===== src/rtl/parking_pkg.sv =====
// ---------------------------------------------------------------------------
// parking_pkg
// Shared constants and types for the parking fee calculator.
//   NUM_SLOTS / BASE_FEE / RATE : default block parameters
//   FEE_W / TIME_W              : fee and time bus widths
//   exit_state_e                : exit FSM states
//   calc_fee()                  : BASE + RATE*duration, saturated to FEE_W
// ---------------------------------------------------------------------------
package parking_pkg;

  localparam int NUM_SLOTS = 4;
  localparam int BASE_FEE  = 10;
  localparam int RATE      = 2;
  localparam int FEE_W     = 12;
  localparam int TIME_W    = 8;
  localparam int FEE_MAX   = (1 << FEE_W) - 1;

  typedef enum logic [1:0] {
    S_IDLE,
    S_CALC,
    S_DONE
  } exit_state_e;

  // Computed in 32-bit arithmetic so the saturation compare sees the true sum.
  function automatic logic [FEE_W-1:0] calc_fee(input logic [TIME_W-1:0] dur,
                                               input int base,
                                               input int rate);
    int full;
    full = base + rate * int'(dur);
    if (full > FEE_MAX) return FEE_W'(FEE_MAX);
    return FEE_W'(full);
  endfunction

endpackage


===== src/rtl/slot_table.sv =====
// ---------------------------------------------------------------------------
// slot_table
// Per-slot entry-time registers and occupancy flags.
//   clk, reset            : clock, synchronous active-low reset
//   i_wr_en/slot/time     : entry write port (stores time, sets occupied)
//   i_clr_en/i_clr_slot   : exit clear port (clears occupied)
//   i_rd_slot / o_rd_time : combinational entry-time read port
//   o_occupied            : occupancy flags, one bit per slot
// ---------------------------------------------------------------------------
module slot_table
  import parking_pkg::*;
#(
  parameter  int SLOTS  = parking_pkg::NUM_SLOTS,
  localparam int SLOT_W = $clog2(SLOTS)
) (
  input  logic              clk,
  input  logic              reset,
  input  logic              i_wr_en,
  input  logic [SLOT_W-1:0] i_wr_slot,
  input  logic [TIME_W-1:0] i_wr_time,
  input  logic              i_clr_en,
  input  logic [SLOT_W-1:0] i_clr_slot,
  input  logic [SLOT_W-1:0] i_rd_slot,
  output logic [TIME_W-1:0] o_rd_time,
  output logic [SLOTS-1:0]  o_occupied
);

  logic [TIME_W-1:0] r_time [SLOTS];
  logic [SLOTS-1:0]  r_occupied;

  always_ff @(posedge clk) begin
    if (!reset) begin
      // NOTE: the time table is small and its reset value is observable (a
      // stale time must never leak into a bill), so every entry is cleared.
      for (int i = 0; i < SLOTS; i++) r_time[i] <= '0;
      r_occupied <= '0;
    end else begin
      // NOTE: non-blocking assignments keep the clear/write ordering below
      // independent of evaluation order; every reader sees pre-edge values.
      if (i_clr_en) r_occupied[i_clr_slot] <= 1'b0;
      if (i_wr_en) begin
        r_time[i_wr_slot]     <= i_wr_time;
        r_occupied[i_wr_slot] <= 1'b1;
      end
    end
  end

  assign o_rd_time  = r_time[i_rd_slot];
  assign o_occupied = r_occupied;

endmodule


===== src/rtl/parking_fee_calc.sv =====
// ---------------------------------------------------------------------------
// parking_fee_calc
// Tracks car entries per slot and bills exits: duration = exit - entry time
// (8-bit wrap), fee = BASE_FEE + RATE*duration saturated at 4095.
//   clk, reset               : clock, synchronous active-low reset
//   time_value               : global time (wraps 255->0)
//   entry_valid/entry_slot   : entry request; entry_ack pulses on accept
//   exit_valid/exit_slot     : exit request, held until exit_ready
//   exit_ready               : exit FSM idle, request can be taken
//   fee_valid/duration/fee   : bill result, pulse 2 cycles after handshake
//   occupied                 : per-slot occupancy flags
//   error                    : pulse for a rejected entry or exit
// ---------------------------------------------------------------------------
module parking_fee_calc
  import parking_pkg::*;
#(
  parameter  int NUM_SLOTS = parking_pkg::NUM_SLOTS,
  parameter  int BASE_FEE  = parking_pkg::BASE_FEE,
  parameter  int RATE      = parking_pkg::RATE,
  localparam int SLOT_W    = $clog2(NUM_SLOTS)
) (
  input  logic                 clk,
  input  logic                 reset,
  input  logic [TIME_W-1:0]    time_value,
  input  logic                 entry_valid,
  input  logic [SLOT_W-1:0]    entry_slot,
  input  logic                 exit_valid,
  input  logic [SLOT_W-1:0]    exit_slot,
  output logic                 exit_ready,
  output logic                 entry_ack,
  output logic                 fee_valid,
  output logic [TIME_W-1:0]    duration,
  output logic [FEE_W-1:0]     fee,
  output logic [NUM_SLOTS-1:0] occupied,
  output logic                 error
);

  exit_state_e       r_state;
  logic [TIME_W-1:0] r_exit_time;
  logic [TIME_W-1:0] r_entry_time;
  logic [TIME_W-1:0] r_duration;
  logic [FEE_W-1:0]  r_fee;
  logic              r_entry_ack;
  logic              r_fee_valid;
  logic              r_error;

  logic [NUM_SLOTS-1:0] w_occupied;
  logic [TIME_W-1:0]    w_rd_time;
  logic                 w_exit_hit;
  logic                 w_exit_accept;
  logic                 w_exit_reject;
  logic                 w_entry_accept;
  logic [TIME_W-1:0]    w_duration;
  logic [FEE_W-1:0]     w_fee;

  assign w_exit_hit    = exit_valid && (r_state == S_IDLE);
  assign w_exit_accept = w_exit_hit &&  w_occupied[exit_slot];
  assign w_exit_reject = w_exit_hit && !w_occupied[exit_slot];

  // A same-slot exit can only be accepted if the slot is occupied, and an
  // occupied slot already refuses entry, so the exit wins without extra logic.
  assign w_entry_accept = entry_valid && !w_occupied[entry_slot];

  assign w_duration = r_exit_time - r_entry_time;
  assign w_fee      = calc_fee(w_duration, BASE_FEE, RATE);

  slot_table #(.SLOTS(NUM_SLOTS)) u_slot_table (
    .clk        (clk),
    .reset      (reset),
    .i_wr_en    (w_entry_accept),
    .i_wr_slot  (entry_slot),
    .i_wr_time  (time_value),
    .i_clr_en   (w_exit_accept),
    .i_clr_slot (exit_slot),
    .i_rd_slot  (exit_slot),
    .o_rd_time  (w_rd_time),
    .o_occupied (w_occupied)
  );

  always_ff @(posedge clk) begin
    if (!reset) begin
      r_state      <= S_IDLE;
      r_exit_time  <= '0;
      r_entry_time <= '0;
      r_duration   <= '0;
      r_fee        <= '0;
      r_entry_ack  <= 1'b0;
      r_fee_valid  <= 1'b0;
      r_error      <= 1'b0;
    end else begin
      r_entry_ack <= w_entry_accept;
      r_error     <= (entry_valid && !w_entry_accept) || w_exit_reject;
      r_fee_valid <= 1'b0;
      case (r_state)
        S_IDLE: begin
          if (w_exit_accept) begin
            // Entry time is captured at the handshake so a re-entry to this
            // slot while billing cannot disturb the bill.
            r_exit_time  <= time_value;
            r_entry_time <= w_rd_time;
            r_state      <= S_CALC;
          end
        end
        S_CALC: begin
          r_duration  <= w_duration;
          r_fee       <= w_fee;
          r_fee_valid <= 1'b1;
          r_state     <= S_DONE;
        end
        S_DONE:  r_state <= S_IDLE;
        default: r_state <= S_IDLE;
      endcase
    end
  end

  assign exit_ready = (r_state == S_IDLE);
  assign entry_ack  = r_entry_ack;
  assign fee_valid  = r_fee_valid;
  assign duration   = r_duration;
  assign fee        = r_fee;
  assign occupied   = w_occupied;
  assign error      = r_error;

endmodule


===== config.mk =====
export PLATFORM = sky130hd
export DESIGN_NAME = parking_fee_calc
export DESIGN_NICKNAME = d
export VERILOG_FILES = /design/src/rtl/parking_pkg.sv /design/src/rtl/slot_table.sv /design/src/rtl/parking_fee_calc.sv
export SDC_FILE = /design/constraint.sdc
export NUM_CORES = 1
export LEC_CHECK = 0
export ABC_CLOCK_PERIOD_IN_PS = 2300
export BUFFER_PORTS_ARGS = -buffer_cell sky130_fd_sc_hd__buf_4
export CAP_MARGIN = 15
export CORE_MARGIN = 10
export CORE_UTILIZATION = 52
export DETAILED_ROUTE_END_ITERATION = 7
export GPL_TIMING_DRIVEN = 1
export PLACE_DENSITY = 0.77
export SETUP_SLACK_MARGIN = 0.1
export SLEW_MARGIN = 15
export SYNTH_ARGS = -nofsm -noshare
export SYNTH_HDL_FRONTEND = slang
export SYNTH_HIERARCHICAL = 1
export SYNTH_SLANG_ARGS = --single-unit

===== constraint.sdc =====
create_clock -name clk -period 2.3 [get_ports clk]
set_input_delay 0.23 -clock clk [delete_from_list [all_inputs] [get_ports clk]]
set_output_delay 0.23 -clock clk [all_outputs]
set_load 0.05 [all_outputs]

==> Word level (Yosys, flattened, before mapping) <==
Memories as Yosys holds them, arrays and structs flattened. A register that Yosys moved wholly into a read port is not among the register bits.
Cells that the tools add are included.
{ "op_classes": {"n_addsub": 2, "n_mul": 0, "div": 0, "magnitude_cmp": 5, "eq_ne": 2, "n_shift": 0, "mux": 24, "bitwise": 3, "reduce_logical": 15} }
{ "op_table": {"columns": ["cell", "count"], "rows": [
  ["$mux 12", 2],
  ["$gt 10x12->1 const B", 1],
  ["$mux 4", 3],
  ["$mux 1", 11],
  ["$add 4x9->10 const A", 1],
  ["$mux 8", 1],
  ["$reduce_or 8->1", 1],
  ["$sub 8x8->8", 1],
  ["$logic_and 1x1->1", 7],
  ["$lt 2x3->1 const B", 2],
  ["$and 4x4->4", 1],
  ["$bmux 1 s2", 2],
  ["$demux 1 s2", 2],
  ["$ge 2x1->1 const B", 2],
  ["$logic_not 1->1", 4],
  ["$mux 2", 2],
  ["$not 4->4", 1],
  ["$or 4x4->4", 1],
  ["$pmux 2 s2", 1],
  ["$eq 2x1->1 const B", 1],
  ["$logic_not 2->1", 1],
  ["$ne 2x1->1 const B", 1],
  ["$reduce_and 2->1", 1],
  ["$logic_or 1x1->1", 1]
]} }
{ "word_totals": {"reg_bits": 37, "latchBits": 0, "ram_bits": 32, "mem_bits_ro": 0, "input_bits": 16, "output_inout_bits": 28, "word_cells": 60, "n_memories": 1} }
{ "memory_table": {"columns": ["name", "depth", "word_bits", "read_ports", "rd_ports_with_merged_regs", "wr", "line_no", "text"], "rows": [
  ["u_slot_table.r_time", 4, 8, 1, 1, 4, "slot_table.sv:28", "logic [TIME_W-1:0] r_time [SLOTS];"]
]} }

==> Depth between registers and ports, before layout <==
Gate-level depths: netlist (run 1).
{ "depth": {"ltp_word": 10, "depth_mapped": 10, "mapped_depth_nobuf": 10} }

==> Hierarchy <==
Netlist (run 1), hierarchy kept.
{ "by_module_without_submodules": {"columns": ["module", "n_inst", "cells_each", "area_per_inst_um2", "seq_area_each_um2"], "rows": [
  ["parking_fee_calc", 1, 229, 1901.8, 760.7],
  ["slot_table", 1, 101, 1614.0, 1041.0]
]} }

==> Least setup slack after synthesis (run 1) <==
No wires, ideal clock.
{ "synth_timing": {"kind": "flip-flop to flip-flop", "start": "register r_state[0]", "end": "register u_slot_table.r_occupied[0] (netlist: u_slot_table/o_occupied[0])", "setup_time_ns": 0.116, "t_arrival_ns": 2.431, "required_ns": 2.184, "path_slack_ns": -0.246, "path_stages_with_launch": 7, "n_path_buf": 1, "synth_period_minus_slack_ns": 2.546, "cell_sequence": "dfxtp_1 > nor2_1 > nand3_2 > clkinv_1 > buf_1 > or3b_1 > a31o_1"} }
{ "synth_via": {"elab_chain_cells": 7} }
{ "synth_rtl": {"columns": ["element", "line_no", "text"], "rows": [
  ["start, declared", "parking_fee_calc.sv:38", "exit_state_e r_state;"],
  ["start signal, assigned", "parking_fee_calc.sv:82", "r_state <= S_IDLE;"],
  ["start signal, assigned", "parking_fee_calc.sv:101", "r_state <= S_CALC;"],
  ["start signal, assigned", "parking_fee_calc.sv:108", "r_state <= S_DONE;"],
  ["$logic_not 2->1 *", null, null],
  ["net exit_ready", "parking_fee_calc.sv:29", "output logic exit_ready,"],
  ["$logic_and 1x1->1 *", "parking_fee_calc.sv:56", "assign w_exit_hit = exit_valid && (r_state == S_IDLE);"],
  ["$logic_and 1x1->1 *", "parking_fee_calc.sv:57", "assign w_exit_accept = w_exit_hit && w_occupied[exit_slot];"],
  ["net w_exit_accept", "parking_fee_calc.sv:50", "logic w_exit_accept;"],
  ["$mux 4 *", "slot_table.sv:40", "if (i_clr_en) r_occupied[i_clr_slot] <= 1'b0;"],
  ["$mux 4 *", "slot_table.sv:32", "if (!reset) begin"],
  ["$or 4x4->4 (no source line)", null, null],
  ["$mux 4 *", "slot_table.sv:41", "if (i_wr_en) begin"],
  ["end signal, assigned", "slot_table.sv:36", "r_occupied <= '0;"],
  ["end signal, assigned by index", "slot_table.sv:40", null],
  ["end signal, assigned by index", "slot_table.sv:43", "r_occupied[i_wr_slot] <= 1'b1;"],
  ["end, declared", "slot_table.sv:29", "logic [SLOTS-1:0] r_occupied;"]
]} }
The timed path passes the listed nets; every way through them passes the cells marked *. The select of a mux whose other input is x is not followed.
A chain may end at the register's enable or synchronous reset.

==> Worst setup path in the final report (run 1) <==
{ "layout_timing": {"start": "register r_exit_time[0]", "end": "register r_fee[8] (netlist: fee[8])"} }
{ "layout_via": {"elab_chain_cells": 5} }
{ "layout_rtl": {"columns": ["element", "line_no", "text"], "rows": [
  ["start, declared", "parking_fee_calc.sv:39", "logic [TIME_W-1:0] r_exit_time;"],
  ["start signal, assigned", "parking_fee_calc.sv:99", "r_exit_time <= time_value;"],
  ["$sub 8x8->8 *", "parking_fee_calc.sv:64", "assign w_duration = r_exit_time - r_entry_time;"],
  ["$add 4x9->10 *", "parking_pkg.sv:29", "full = base + rate * int'(dur);"],
  ["$gt 10x12->1", "parking_pkg.sv:30", "if (full > FEE_MAX) return FEE_W'(FEE_MAX);"],
  ["$mux 1", "parking_pkg.sv:30", null],
  ["$mux 12 *", "parking_pkg.sv:31", "return FEE_W'(full);"],
  ["end signal, assigned", "parking_fee_calc.sv:106", "r_fee <= w_fee;"],
  ["end, declared", "parking_fee_calc.sv:42", "logic [FEE_W-1:0] r_fee;"]
]} }
Mark *: on every way between the ends. The rest lies on a longest branch, timed or not.

==> results of run 1 <==
-- what timing repair did --
item	4_1_cts	5_1_grt
gates resized for setup	2	10
pin swaps	1	1
buffers inserted	0	1
setup endpoints to repair	4	13
-- cells in the final DEF (no fill, tap or decap), types with 7 or more instances in the layout --
cell type and instances:
nand2_1 47, a21oi_1 29, ha_1 7, mux4_2 10
edfxtp_1 32, and3_1 9, nor2_1 16, and2_1 25
clkbuf_8 10, inv_1 13, buf_4 50, o21ai_0 7
dfxtp_1 36, nand3_1 7
-- state kept, by name, indices dropped and copies added, names as in the netlist --
register and count:
duration 8, entry_ack 1, error 1, fee 9, fee_valid 1, r_entry_time 8
r_exit_time 8, r_state 2, u_slot_table/o_occupied 4, u_slot_table/r_time 32
-- routing by layer --
| metal | global-route usage (%) | wire, um |
|---|---|---|
| met1 | 16.4 | 3020 |
| met4 | 5.86 | 97 |
| met5 | 0 | 0 |
| met2 | 23.7 | 3730 |
| met3 | 4.18 | 432 |
-- synth_stat cells (2+ instances only) --
cell type and count:
edfxtp_1 32, a21oi_1 29, buf_4 4, or3b_1 2, nand3b_1 3, and3_1 9
nor3b_1 2, nand2b_1 7, inv_1 15, buf_1 2, nand3_1 7, o21ai_1 2
ha_1 8, o21ai_0 7, nor2_1 18, and4b_1 2, a31o_1 3, nor3_1 5
xnor2_1 4, buf_6 4, xor2_1 4, mux4_2 10, o22ai_1 2, clkbuf_1 6
dfxtp_1 42, nand2_1 47, nor2b_1 3, and2_1 25
-- per-stage QoR --
stage	hold WS, ps	area (um^2)	utilization (%)	power, mW	setup slack (ps)
3_3_place_gp	441	3880	60.2	1.85	103
5_1_grt	138	4090	63.4	2.83	66.5
2_1_floorplan	352	3540	-	1.76	165
6_report	147	4090	63.4	2.72	146
4_1_cts	135	4050	62.8	2.73	124
3_5_place_dp	447	3880	60.2	1.87	7.42
-- kinds of logic (layout without fill, tap and decap cells) --
group	after synthesis	after routing	share of synthesized area (%)
compound gates	53	53	9.79
xor+xnor	10	10	2.92
fa+ha+maj	9	9	3.42
buf+inv	34	82	4.98
flops	74	74	51.2
mux	10	10	6.41
other cells	1	3	0.107
simple gates	139	139	21.1
-- cell type report --
class                      count  area (um^2)  share of cell area (%)
sequential                    74         1810                    44.2
multi-input combinational    224         1590                    38.9
timing repair buffer          50          375                    9.17
clock buffer                  15          156                    3.82
tap                           77         96.3                    2.35
inverter                      16         60.1                    1.47
clock inverter                 1         5.00                   0.122
-- final timing paths --
| path | cells after the start | startpoint | to |
|---|---|---|---|
| min reg2reg | 2 | duration[6] | duration[6] |
| max reg2reg | 10 | r_exit_time[0] | fee[8] |
| max | 10 | r_exit_time[0] | fee[8] |
| min | 3 | entry_valid | error |
-- tightest hold or removal path, cell delays in order --
cell and delay [ps]:
buf_4 110, nand2_1 50, a21oi_1 50
-- power by group --
part	switching, mW	leakage (nW)	internal (mW)
registers	0.0224	0.677	1.42
clock network	0.441	0.0817	0.423
logic	0.247	0.874	0.162
total	0.710	1.63	2.01
==> out/summary.txt, run 1 <==
Clock slew at reported path FFs = 80 ps
CTS tree = yes
Critical Path AT = 2410 ps
DP Cell Count = 440
Buffers added on ports = 40
Final Non-Filler Cells = 457
Gpl congestion = 0.916
Total GRT Usage = 14.1%
Primary FF master, synth = dfxtp_1
Synth unique cells = 54
DPL Wire Length = 5.31 mm
DR WL/cell = 15.9 um
Row count = 29
Setup-failing EPs final = 0
Die ar. = 10500 um^2
Max clock buf depth = 2
Max-Cap Viols = 0
Clk_skew = 12.5 ps
Die Y = 102 um
Largest area contributor in the netlist = edfxtp_1
DR vias/cell = 5.40
Actual slew at the worst max-slew pin = 606 ps
Area delta synth->final = 16.4%
Area share of the largest cell type after synthesis = 27.3%
Startpoint types = register
Clock period minus worst slack = 2150 ps
Synth warnings = 6
Via Count = 2470
Crit-path cells = inv_2, ha_4, inv_2, fa_2, a211oi_4, nor2_2, xnor2_2, nor3_2, and3_4, o31ai_2
Routed wire length = 7.29 mm
ANT cells = 0
DR DRC count = 0
Maximum VDD drop = 0.000475 V
Crit-path slowest cell = fa_2
# IOs = 44
Total congestion overflow = 0
Post-synth EDFFs = 32
Crit. End Element = register
CP top delay family = adder cells
CP Buf/Inv Count = 2
P_leak = 1.63 nW
Synth top area cells = edfxtp_1 (27%), dfxtp_1 (24%), mux4_2 (6.4%), nand2_1 (5.0%), and2_1 (4.4%)
Mapped Cells = 330
Worst-path maximum fanout = 5
Crit share post-route = 93.6%
Largest net degree at the start of global routing = 29
PwrDens = 664 nW/um^2
Status = finished clean
Clock Sinks = 74
CP peak stage delay = 380 ps
Syn Std Cell Area = 3520 um^2
Yosys reg bits = 74
CTS Buf Count = 9
WP data required = 2550 ps
CTS Hold Buffers Added = 0
Layout Nets = 400
Starting Density = 54.4%
Rel. slew slack = 59.6%
Layout filler cell count = 532
First-pass GRT wire length = 11.6 mm
Asr flop ratio synth = 0%
Post-Syn Area per Cell = 10.7 um^2
RSZ-0062 raised after global routing = yes
Setup TNS = 0 ps
Initial antenna violation count = 0
1st-iter DRT viols = 161
Core area = 6460 um^2
Critical path class = reg2reg
CTS root buffer = clkbuf_8
Vias in the first global route = 2403
Detail Route Antenna Nets = 0
Layout cells sized above 1 = 26.1%
Max Freq = 464 MHz
Endpoints failing hold = 0
CP most frequent cell = inv_2
DR pass1 iterations = 4
Hold crit path type = in2reg
H-tree Lvls = 3
Count of final max-slew check failures = 0
Worst-Skew Late Latency = 340 ps
Sequential element share of the synthesized area = 51.2%
Die W = 102 um
Reg2Reg Setup Slack = 150 ps
(Power assumes the default switching activity.)
==> run 2: changes to the inputs <==
- ABC_CLOCK_PERIOD_IN_PS: 2300 -> 2500
- CORE_ASPECT_RATIO: unset -> 1.25
- CORE_UTILIZATION: 52 -> 55
- clock period: 2.3 -> 2.5 ns (I/O delays scaled with it)
==> run 2 against run 1 <==
Wire length fell by 9.2%. Clock skew decreased by 4.0 ps. Sequential power down 8%. Clock-buffer cell count is 5 lower. First-iteration DRC count shrank 30%. Combinational power shrank 12%. Hold slack gained 23 ps. Total power is 4.5% lower. Largest cell class unchanged. Largest power group unchanged.
==> out/summary.txt, run 2 (same netlist as run 1, synthesis figures left out) <==
Clock slew at reported path FFs = 80 ps
CTS Hold Buffers Added = 0
Layout cells sized above 1 = 24.2%
Core area = 6210 um^2
Rel. slew slack = 60.0%
Initial antenna violation count = 0
DR vias/cell = 5.26
DPL Wire Length = 5.09 mm
Detail Route Antenna Nets = 0
Most flops, register = u_slot_table/r_time
Die Y = 109 um
Clock period minus worst slack = 2200 ps
Most frequent cells in the layout = buf_4 (50), nand2_1 (47), dfxtp_1 (42), edfxtp_1 (32), a21oi_1 (29)
Commonest non-fill, non-tap cell in the layout = buf_4
1st-iter DRT viols = 113
# IOs = 44
Count of final max-slew check failures = 0
Routed met1 length = 2.62 mm
Clock Sinks = 74
Status = finished clean
Layout Nets = 400
CP peak stage delay = 350 ps
CP startpoint = r_exit_time[0]
Startpoint types = register
ANT cells = 0
Row count = 32
WP data required = 2770 ps
Met3 wire length = 260 um
Max clock buf depth = 2
CP Buf/Inv Count = 2
Die ar. = 10000 um^2
Worst-Skew Late Latency = 350 ps
Area delta synth->final = 16.4%
Max Freq = 455 MHz
CP most frequent cell = inv_1
Routed wire length = 6.62 mm
RSZ-0062 raised after global routing = no
Largest net degree at the start of global routing = 29
Vias in the first global route = 2454
DR DRC count = 0
Clk_skew = 8.50 ps
Crit. End Element = register
FF-to-FF path depth = 10
CTS tree = yes
Total GRT Usage = 13.8%
Total congestion overflow = 0
CTS root buffer = clkbuf_8
Critical Path Stages = 10
Buffers added on ports = 40
Worst R2R End = fee[8]
Starting Density = 56.7%
CP top delay family = adder cells
DR pass1 iterations = 4
Hold WS = 170 ps
H-tree Lvls = 3
Reg2Reg Setup Slack = 300 ps
DR WL/cell = 14.2 um
WHS Path Cells = 3
Maximum VDD drop = 0.000575 V
Endpoints failing hold = 0
Sequential Area = 1800 um^2
Via Count = 2447
Max FFs per register = 32
PwrDens = 634 nW/um^2
Max-Cap Viols = 0
Die W = 91.5 um
Critical path class = reg2reg
Setup-failing EPs final = 0
CTS Buf Count = 9
Crit-path slowest cell = fa_2
Worst-path maximum fanout = 5
CP endpoint = fee[8]
WL met2 = 3.61 mm
Gpl congestion = 0.829
First-pass GRT wire length = 11.2 mm
Reg2reg start = r_exit_time[0]
Footprint of the multi-input gates = 1560 um^2
Crit-path cells = inv_1, ha_1, inv_1, fa_2, a211oi_2, nor2_1, xnor2_2, nor3_2, and3_4, o31ai_2
Actual slew at the worst max-slew pin = 600 ps
Layout filler cell count = 505
Hold crit path type = in2reg
Highest metal used = met4
Setup TNS = 0 ps
Critical Path AT = 2460 ps
P_leak = 1.63 nW
Crit share post-route = 87.9%
-- run 2: cell count changes in the layout (fill, tap and decap cells not counted), moves of 2 or more --
cell,before,now
dfxtp_1,36,42
inv_1,13,15
inv_2,2,0
dfxtp_2,6,0
clkinvlp_4,0,3
clkbuf_1,5,1
-- run 2: timing repair --
item	4_1_cts	5_1_grt
setup buffers	0	2
setup endpoints to repair	0	4
gates resized for setup	0	2
-- run 2: worst min path at each step --
stage                        startpoint        endpoint
after floorplan                   reset       entry_ack
after global placement           fee[4]          fee[4]
after detailed placement         fee[4]          fee[4]
after CTS                   entry_valid           error
after global routing      time_value[0]  r_exit_time[0]
final                       entry_valid           error
-- run 2: routing by layer --
| metal | up-vias | track usage (%) |
|---|---|---|
| met1 | 1145 | 13.6 |
| li1 | 1235 | - |
| met4 | 0 | 6.95 |
| met2 | 54 | 26.0 |
| met3 | 13 | 3.68 |
| met5 | - | 0 |
-- run 2: through the flow --
step | cells | power (mW) | setup WS (ps) | util [%] | instance area (um^2)
finish | 465 | 2.60 | 302 | 66.0 | 4090
global route | 465 | 2.71 | 96.7 | 66.0 | 4090
CTS | 463 | 2.61 | 140 | 65.6 | 4070
detailed placement | 447 | 1.71 | 196 | 62.5 | 3880
global placement | 447 | 1.70 | 298 | 62.5 | 3880
floorplan | 332 | 1.62 | 181 | - | 3530
-- run 2: final cells by class --
class,count,share of cell area [%]
Clock buffer,10,3.12
Clock inverter,6,1.62
Inverter,16,1.47
Multi-Input combinational cell,224,38.0
Sequential cell,74,44.0
Tap cell,85,2.60
Timing Repair Buffer,50,9.17
-- run 2: report_power, final --
part           leakage (nW)  internal (mW)  total (mW)  switching (mW)
Sequential            0.675           1.31        1.33          0.0186
Combinational         0.869          0.143       0.361           0.218
Clock                0.0889          0.462       0.909           0.447
-- run 2: worst register-to-register path: stages, from the launching register on --
cell and delay (ps):
dfxtp_1 310, inv_1 50, ha_1 150, inv_1 50
fa_2 350, a211oi_2 280, nor2_1 110, xnor2_2 290
nor3_2 100, and3_4 200, o31ai_2 210
